<file path="config.mk">
export PLATFORM = sky130hd
export DESIGN_NAME = fir_ap_ctrl_arbiter_flat
export DESIGN_NICKNAME = d
export VERILOG_FILES = /design/src/rtl/fir_ap_ctrl_arbiter_if.sv /design/src/rtl/fir_ap_ctrl_arbiter.sv /design/src/flat_wrapper.sv
export SDC_FILE = /design/constraint.sdc
export NUM_CORES = 1
export LEC_CHECK = 0
export BUFFER_PORTS_ARGS = -buffer_cell sky130_fd_sc_hd__buf_2
export CORE_ASPECT_RATIO = 1.5
export CORE_MARGIN = 10
export CORE_UTILIZATION = 40
export CTS_CLUSTER_DIAMETER = 80
export DETAILED_ROUTE_END_ITERATION = 16
export PLACE_DENSITY = 0.75
export RECOVER_POWER = 50
export SYNTH_ARGS = -nofsm -noshare
export SYNTH_HDL_FRONTEND = slang
export SYNTH_SLANG_ARGS = --single-unit
</file>
<file path="constraint.sdc">
create_clock -name axis_clk -period 7 [get_ports axis_clk]
set_input_delay 0.7 -clock axis_clk [delete_from_list [all_inputs] [get_ports axis_clk]]
set_output_delay 0.7 -clock axis_clk [all_outputs]
set_load 0.02 [all_outputs]
</file>
<file path="src/rtl/fir_ap_ctrl_arbiter_if.sv">
// AXI-Lite control bus bundle between the host master and the FIR control front end.
interface fir_ap_ctrl_arbiter_if #(
  parameter int ADDR_W = 12,
  parameter int DATA_W = 32
);
  logic              awvalid;
  logic              awready;
  logic [ADDR_W-1:0] awaddr;
  logic              wvalid;
  logic              wready;
  logic [DATA_W-1:0] wdata;
  logic              arvalid;
  logic              arready;
  logic [ADDR_W-1:0] araddr;
  logic              rvalid;
  logic              rready;
  logic [DATA_W-1:0] rdata;

  modport master (
    output awvalid, awaddr, wvalid, wdata, arvalid, araddr, rready,
    input  awready, wready, arready, rvalid, rdata
  );

  modport slave (
    input  awvalid, awaddr, wvalid, wdata, arvalid, araddr, rready,
    output awready, wready, arready, rvalid, rdata
  );
endinterface

</file>
<file path="src/rtl/fir_ap_ctrl_arbiter.sv">
// FIR control front end: ap_ctrl/data_length/tap register map over AXI-Lite, tap BRAM arbitration.
// Optional feature macro FIR_CTRL_IRQ_EN adds the 0x04 irq_enable register and a live irq output.
module fir_ap_ctrl_arbiter #(
  parameter int pADDR_WIDTH = 12,
  parameter int pDATA_WIDTH = 32,
  parameter int Tape_Num    = 11
) (
  input  logic                   axis_clk,
  input  logic                   axis_rst_n,
  fir_ap_ctrl_arbiter_if.slave   s_axil,
  output logic                   o_ap_start,
  input  logic                   i_eng_done,
  output logic [31:0]            o_data_length,
  input  logic                   i_eng_tap_req,
  input  logic [pADDR_WIDTH-1:0] i_eng_tap_addr,
  output logic                   o_eng_tap_gnt,
  output logic [pDATA_WIDTH-1:0] o_eng_tap_do,
  output logic [3:0]             o_tap_WE,
  output logic                   o_tap_EN,
  output logic [pDATA_WIDTH-1:0] o_tap_Di,
  output logic [pADDR_WIDTH-1:0] o_tap_A,
  input  logic [pDATA_WIDTH-1:0] i_tap_Do,
  output logic                   o_irq
);

  typedef enum logic [2:0] {S_IDLE, S_WR, S_RA, S_RD, S_RESP} state_t;

  localparam logic [pADDR_WIDTH-1:0] ADDR_CTRL = '0;
  localparam logic [pADDR_WIDTH-1:0] ADDR_IRQ  = pADDR_WIDTH'(4);
  localparam logic [pADDR_WIDTH-1:0] ADDR_LEN  = pADDR_WIDTH'(16);
  localparam logic [pADDR_WIDTH-1:0] ADDR_TAP0 = pADDR_WIDTH'(64);
  localparam logic [pADDR_WIDTH-1:0] ADDR_TAPN = pADDR_WIDTH'(64 + 4*Tape_Num);

  state_t                   r_state;
  state_t                   w_state_nxt;
  logic                     r_ap_idle;
  logic                     r_ap_done;
  logic                     r_ap_start;
  logic [31:0]              r_data_length;
  logic [pADDR_WIDTH-1:0]   r_raddr;
  logic [pDATA_WIDTH-1:0]   r_rdata;
  logic                     r_rd_bram;
  logic                     w_irq_en;
  logic                     w_wr_tap;
  logic                     w_rd_tap;
  logic                     w_wr_fire;
  logic                     w_rd_fire;
  logic [pDATA_WIDTH-1:0]   w_reg_rdata;

  function automatic logic is_tap(input logic [pADDR_WIDTH-1:0] a);
    return (a >= ADDR_TAP0) && (a < ADDR_TAPN) && (a[1:0] == 2'b00);
  endfunction

  // Tap writes while the engine runs are swallowed on the bus and never reach the BRAM.
  assign w_wr_tap = is_tap(s_axil.awaddr) && r_ap_idle;
  assign w_rd_tap = is_tap(r_raddr);

  always_ff @(posedge axis_clk or negedge axis_rst_n) begin
    if (!axis_rst_n) r_state <= S_IDLE;
    else             r_state <= w_state_nxt;
  end

  always_comb begin
    w_state_nxt    = r_state;
    s_axil.awready = 1'b0;
    s_axil.wready  = 1'b0;
    s_axil.arready = 1'b0;
    w_wr_fire      = 1'b0;
    w_rd_fire      = 1'b0;
    case (r_state)
      S_IDLE: begin
        if (s_axil.awvalid && s_axil.wvalid) w_state_nxt = S_WR;
        else if (s_axil.arvalid)             w_state_nxt = S_RA;
      end
      S_WR: begin
        if (!(w_wr_tap && i_eng_tap_req)) begin
          s_axil.awready = 1'b1;
          s_axil.wready  = 1'b1;
          w_wr_fire      = 1'b1;
          w_state_nxt    = S_IDLE;
        end
      end
      S_RA: begin
        s_axil.arready = 1'b1;
        w_state_nxt    = S_RD;
      end
      S_RD: begin
        if (!(w_rd_tap && i_eng_tap_req)) begin
          w_rd_fire   = 1'b1;
          w_state_nxt = S_RESP;
        end
      end
      S_RESP: begin
        if (s_axil.rready) w_state_nxt = S_IDLE;
      end
      default: w_state_nxt = S_IDLE;
    endcase
  end

  always_comb begin
    case (r_raddr)
      ADDR_CTRL: w_reg_rdata = pDATA_WIDTH'({r_ap_idle, r_ap_done, 1'b0});
      ADDR_IRQ:  w_reg_rdata = pDATA_WIDTH'(w_irq_en);
      ADDR_LEN:  w_reg_rdata = pDATA_WIDTH'(r_data_length);
      default:   w_reg_rdata = '0;
    endcase
  end

  always_ff @(posedge axis_clk or negedge axis_rst_n) begin
    if (!axis_rst_n) begin
      r_ap_idle     <= 1'b1;
      r_ap_done     <= 1'b0;
      r_ap_start    <= 1'b0;
      r_data_length <= '0;
      r_raddr       <= '0;
      r_rdata       <= '0;
      r_rd_bram     <= 1'b0;
    end else begin
      r_ap_start <= 1'b0;
      if (r_state == S_RA) r_raddr <= s_axil.araddr;
      // BRAM data arrives in the first RESP cycle; hold it so rdata stays stable under backpressure.
      if (w_rd_fire) begin
        r_rd_bram <= w_rd_tap;
        r_rdata   <= w_reg_rdata;
      end else if (r_rd_bram) begin
        r_rd_bram <= 1'b0;
        r_rdata   <= i_tap_Do;
      end
      if (w_wr_fire && r_ap_idle) begin
        if (s_axil.awaddr == ADDR_CTRL && s_axil.wdata[0]) begin
          r_ap_start <= 1'b1;
          r_ap_idle  <= 1'b0;
          r_ap_done  <= 1'b0;
        end
        if (s_axil.awaddr == ADDR_LEN) r_data_length <= s_axil.wdata[31:0];
      end
      if (r_state == S_RESP && s_axil.rready && r_raddr == ADDR_CTRL) r_ap_done <= 1'b0;
      if (i_eng_done) begin
        r_ap_done <= 1'b1;
        r_ap_idle <= 1'b1;
      end
    end
  end

`ifdef FIR_CTRL_IRQ_EN
  logic r_irq_en;
  always_ff @(posedge axis_clk or negedge axis_rst_n) begin
    if (!axis_rst_n)                                   r_irq_en <= 1'b0;
    else if (w_wr_fire && s_axil.awaddr == ADDR_IRQ)   r_irq_en <= s_axil.wdata[0];
  end
  assign w_irq_en = r_irq_en;
`else
  assign w_irq_en = 1'b0;
`endif

  assign o_irq         = r_ap_done & w_irq_en;
  assign o_ap_start    = r_ap_start;
  assign o_data_length = r_data_length;
  assign s_axil.rvalid = (r_state == S_RESP);
  assign s_axil.rdata  = r_rd_bram ? i_tap_Do : r_rdata;
  assign o_eng_tap_gnt = i_eng_tap_req;
  assign o_eng_tap_do  = i_tap_Do;

  // Engine owns the port whenever it asks; AXI only gets the cycles it leaves free.
  always_comb begin
    o_tap_EN = 1'b0;
    o_tap_WE = 4'h0;
    o_tap_A  = '0;
    o_tap_Di = '0;
    if (i_eng_tap_req) begin
      o_tap_EN = 1'b1;
      o_tap_A  = i_eng_tap_addr;
    end else if (r_state == S_WR && w_wr_tap) begin
      o_tap_EN = 1'b1;
      o_tap_WE = 4'hF;
      o_tap_A  = s_axil.awaddr - ADDR_TAP0;
      o_tap_Di = s_axil.wdata;
    end else if (r_state == S_RD && w_rd_tap) begin
      o_tap_EN = 1'b1;
      o_tap_A  = r_raddr - ADDR_TAP0;
    end
  end

endmodule

</file>
<file path="src/flat_wrapper.sv">
// flat-port wrapper written by rule: the top's interface ports become plain ports
module fir_ap_ctrl_arbiter_flat 
#(
  parameter int pADDR_WIDTH = 12,
  parameter int pDATA_WIDTH = 32,
  parameter int Tape_Num    = 11
)
  (axis_clk, axis_rst_n, o_ap_start, i_eng_done, o_data_length, i_eng_tap_req, i_eng_tap_addr, o_eng_tap_gnt, o_eng_tap_do, o_tap_WE, o_tap_EN, o_tap_Di, o_tap_A, i_tap_Do, o_irq, s_axil_awvalid, s_axil_awaddr, s_axil_wvalid, s_axil_wdata, s_axil_arvalid, s_axil_araddr, s_axil_rready, s_axil_awready, s_axil_wready, s_axil_arready, s_axil_rvalid, s_axil_rdata);
  fir_ap_ctrl_arbiter_if #(.ADDR_W(12), .DATA_W(32)) s_axil_i ();
  input  logic axis_clk;
  input  logic axis_rst_n;
  output logic o_ap_start;
  input  logic i_eng_done;
  output logic [31:0] o_data_length;
  input  logic i_eng_tap_req;
  input  logic [pADDR_WIDTH-1:0] i_eng_tap_addr;
  output logic o_eng_tap_gnt;
  output logic [pDATA_WIDTH-1:0] o_eng_tap_do;
  output logic [3:0] o_tap_WE;
  output logic o_tap_EN;
  output logic [pDATA_WIDTH-1:0] o_tap_Di;
  output logic [pADDR_WIDTH-1:0] o_tap_A;
  input  logic [pDATA_WIDTH-1:0] i_tap_Do;
  output logic o_irq;
  input wire logic [$bits(s_axil_i.awvalid)-1:0] s_axil_awvalid;
  input wire logic [$bits(s_axil_i.awaddr)-1:0] s_axil_awaddr;
  input wire logic [$bits(s_axil_i.wvalid)-1:0] s_axil_wvalid;
  input wire logic [$bits(s_axil_i.wdata)-1:0] s_axil_wdata;
  input wire logic [$bits(s_axil_i.arvalid)-1:0] s_axil_arvalid;
  input wire logic [$bits(s_axil_i.araddr)-1:0] s_axil_araddr;
  input wire logic [$bits(s_axil_i.rready)-1:0] s_axil_rready;
  output wire logic [$bits(s_axil_i.awready)-1:0] s_axil_awready;
  output wire logic [$bits(s_axil_i.wready)-1:0] s_axil_wready;
  output wire logic [$bits(s_axil_i.arready)-1:0] s_axil_arready;
  output wire logic [$bits(s_axil_i.rvalid)-1:0] s_axil_rvalid;
  output wire logic [$bits(s_axil_i.rdata)-1:0] s_axil_rdata;
  assign s_axil_i.awvalid = s_axil_awvalid;
  assign s_axil_i.awaddr = s_axil_awaddr;
  assign s_axil_i.wvalid = s_axil_wvalid;
  assign s_axil_i.wdata = s_axil_wdata;
  assign s_axil_i.arvalid = s_axil_arvalid;
  assign s_axil_i.araddr = s_axil_araddr;
  assign s_axil_i.rready = s_axil_rready;
  assign s_axil_awready = s_axil_i.awready;
  assign s_axil_wready = s_axil_i.wready;
  assign s_axil_arready = s_axil_i.arready;
  assign s_axil_rvalid = s_axil_i.rvalid;
  assign s_axil_rdata = s_axil_i.rdata;
  fir_ap_ctrl_arbiter #(.pADDR_WIDTH(pADDR_WIDTH), .pDATA_WIDTH(pDATA_WIDTH), .Tape_Num(Tape_Num)) u_core (.axis_clk(axis_clk), .axis_rst_n(axis_rst_n), .s_axil(s_axil_i), .o_ap_start(o_ap_start), .i_eng_done(i_eng_done), .o_data_length(o_data_length), .i_eng_tap_req(i_eng_tap_req), .i_eng_tap_addr(i_eng_tap_addr), .o_eng_tap_gnt(o_eng_tap_gnt), .o_eng_tap_do(o_eng_tap_do), .o_tap_WE(o_tap_WE), .o_tap_EN(o_tap_EN), .o_tap_Di(o_tap_Di), .o_tap_A(o_tap_A), .i_tap_Do(i_tap_Do), .o_irq(o_irq));
endmodule
</file>
==> key figures <==
Run status
  • Run status: finished with violations
  • Failing checks: max-capacitance violations, max-slew violations

Timing
  • Setup repair after global routing missed its margin: false
  • Worst-Margin Slew: 4.48 ns
  • Maximum operating frequency: 0.224 GHz
  • Final clock skew: 0.0120 ns
  • Period minus WS final: 4.47 ns
  • Total negative setup slack: 0 ns
  • Final cycle utilization of the critical path: 63.9%
  • Worst Hold Slack: 0.512 ns
  • Count of final hold-check violations: 0
  • Number of slew-limit violations in the final report: 84
  • Final setup viols: 0
  • Worst slew margin relative to its limit: -199%

Drt
  • Count of unresolved DRC violations after routing: 0
  • Detailed-router iteration count before antenna repair: 4
  • Drt first-iter violations: 100
  • Routed Wire Length: 15,800 µm
  • Mean routed wirelength per cell: 19.5 µm
  • Via-per-instance ratio: 5.18
  • Post-DRT Antenna Nets: 0
  • Routed vias: 4,188

Finish
  • Final instance count without filler cells: 809
  • Most frequent cells in the layout: sky130_fd_sc_hd__buf_2, sky130_fd_sc_hd__mux2_1, sky130_fd_sc_hd__dfrtp_1
  • Finished Cell Area: 6270 µm²
  • Proportion of layout cells with a drive suffix above 1: 37.2%
  • Fill cell instance count of the final layout: 1,140
  • End-of-flow core utilization: 52.2%
  • Layout Area Growth over Synthesis: 27.7%
  • Most common cell after layout, fill and taps aside: sky130_fd_sc_hd__buf_2
  • Number of antenna repair diodes: 0
  • Total number of nets in the final design: 764

Worst setup path
  • Required time of the worst setup path: 6.38 ns
  • Critical-path maximum fanout: 83
  • Startpoint Class: input port
  • Kind of cell adding the most delay to the critical path: buffers and inverters
  • Cell breakdown of the critical path: clkbuf_1
  • Endpoint class of the critical path: asynchronous set/reset pin
  • Crit path buffers/inverters: 1
  • Critical-path top delay cell: sky130_fd_sc_hd__clkbuf_1
  • Worst endpoint data arrival time: 3.85 ns
  • Reg2Reg Setup Slack: 3.83 ns
  • Largest stage delay on the critical path: 3.09 ns
  • Worst Path Class, Setup: input port to asynchronous set/reset pin

Power and ir drop
  • Combinational fraction of design power: 27.7%
  • Power per cell area: 245 nW/µm²
  • Flop pwr share: 38.5%
  • Net switching power figure: 0.513 mW
  • Switching part of the total power: 33.4%
  • Static leakage: 3.55 nW
  • Clock share of power: 33.8%
  • Worst voltage drop across the vdd grid: 267 µV
  • Int Power: 1.02 mW

Clocking
  • Clock tree from TritonCTS: done
  • Hold-fix buffers, CTS: 0
  • Bufs on Longest Clock Path: 2
  • Number of buffers added for setup after CTS: 0
  • Clock tree sinks: 83
  • CTS resizes: 0
  • CTS Buf Count: 9
  • H-tree depth: 3
  • Clock latency reported for the late side of the worst-skew pair: 0.33 ns
  • Clock transition at path regs: 0.06 ns
  • Clk Tree Root Cell: sky130_fd_sc_hd__clkbuf_16

Global route
  • Total Routing Usage GR: 17.2%
  • Vias in the first global route: 4,719
  • Pin count of the biggest net entering global routing: 84
  • First-pass GRT wire length: 24,100 µm
  • Grt total ovfl: 0
  • Initial antenna violation count: 0

Synth
  • Synth Net Count: 556
  • Warnings from Yosys: 0
  • Sequential element share of the synthesized area: 42.3%
  • Cell area after technology mapping: 4910 µm²
  • Predominant post-synthesis flop cell: sky130_fd_sc_hd__dfrtp_1
  • #FFs+latches synth: 83
  • Synthesized area per cell: 11.1 µm²
  • Count of flip-flops with a built-in enable after synthesis: 0
  • Number of different library cells in the post-synthesis netlist: 53
  • Gate Count Post-Synth: 443
  • Async set or reset register ratio after synthesis: 100%

Floorplan
  • Die width: 110 µm
  • Starting Density: 40.9%
  • Area of the core region: 12,000 µm²
  • Height of the chip: 156 µm
  • # IOs: 260
  • Die outline area: 17,200 µm²
  • Num rows: 49

Hold path
  • Class of the tightest hold or removal check: flop to flop

Placed design
  • Number of placed instances with taps included: 793
  • Total cell area at the placement stage: 6020 µm²
  • Number of port buffers: 258
  • Gp weighted congestion: 0.873
  • Post-detailed-placement half-perimeter wirelength: 12,400 µm

Run
  • Max Cap Violations: 1
## sequential cells by signal, indices dropped and copies added (netlist names)
signal / cells
u_core.r_ap_idle: 1
u_core.r_ap_done: 1
u_core.r_raddr: 12
u_core.r_state: 3
u_core.r_rdata: 32
u_core.o_ap_start: 1
u_core.o_data_length: 32
u_core.r_rd_bram: 1
## metal layers
metal  track usage [%]  vias to the layer above  wire (µm)
met3              5.39                       35       1000
met1              15.9                     2012       5570
met5                 0                        -          0
met2              32.7                      180       8740
met4              8.83                        0        463
li1                  -                     1961          -
## cells by family (layout without fill, tap and decap cells)
group           Yosys count  after routing  synth area share [%]
simple gates            127            127                  15.6
mux                     105            105                  24.1
flops                    83             83                  42.3
buf+inv                  79            292                  9.57
compound gates           38             38                  6.26
fa+ha+maj                 5              5                  1.27
xor+xnor                  5              5                 0.891
other cells               1              1                0.0763
## power groups by stage
stage | clock network, mW | registers, mW | logic [mW]
finish | 0.519 | 0.590 | 0.425
CTS | 0.536 | 0.587 | 0.433
floorplan | 0 | 0.577 | 0.309
global placement | 0 | 0.593 | 0.419
detailed placement | 0 | 0.597 | 0.431
global route | 0.556 | 0.595 | 0.457
## stage by stage
| stage | total power [mW] | setup WS, ns |
|---|---|---|
| 4_1_cts | 1.56 | 3.14 |
| 6_report | 1.53 | 2.53 |
| 3_3_place_gp | 1.01 | 3.31 |
| 5_1_grt | 1.61 | 1.72 |
| 2_1_floorplan | 0.886 | 3.77 |
| 3_5_place_dp | 1.03 | 3.15 |
## cell usage after synthesis, types with 4 or more instances
cell type                   n  area share [%]
sky130_fd_sc_hd__and2_1    34             4.3
sky130_fd_sc_hd__and3_1    33             4.2
sky130_fd_sc_hd__buf_1      6            0.46
sky130_fd_sc_hd__buf_2      4            0.41
sky130_fd_sc_hd__buf_4     39             6.0
sky130_fd_sc_hd__clkbuf_1  14             1.1
sky130_fd_sc_hd__dfrtp_1   82              42
sky130_fd_sc_hd__ha_1       5             1.3
sky130_fd_sc_hd__inv_1     12            0.92
sky130_fd_sc_hd__mux2_1    83              19
sky130_fd_sc_hd__mux2_2    22             5.0
sky130_fd_sc_hd__nand2_1   18             1.4
sky130_fd_sc_hd__nand3_1    4            0.41
sky130_fd_sc_hd__nand4_1    8             1.0
sky130_fd_sc_hd__nor3_1     5            0.51
sky130_fd_sc_hd__nor3b_1    7             1.1
sky130_fd_sc_hd__o211ai_1   9             1.4
sky130_fd_sc_hd__o21ai_0    4            0.41
## worst paths after layout
kind,end,cells after the start,from
worst max-delay path,u_core.o_data_length[10],1,axis_rst_n
worst min-delay path,u_core.o_data_length[4],1,u_core.o_data_length[4]
worst max register to register,u_core.r_rdata[30],4,u_core.r_raddr[9]
worst min register to register,u_core.o_data_length[4],1,u_core.o_data_length[4]
max in group axis_clk,o_tap_Di[4],9,s_axil_awaddr[7]
min in group asynchronous,u_core.r_rdata[29],1,axis_rst_n
## layout make-up
class	count	area [µm²]	area share (%)
clock buffers	9	225	3.59
clock inverters	7	110	1.76
inverters	13	48.8	0.778
multi-input cells	281	2370	37.8
flip-flops and latches	83	2080	33.1
well taps	153	191	3.05
repair buffers	263	1240	19.8
Power figures use the tool's default switching activity.
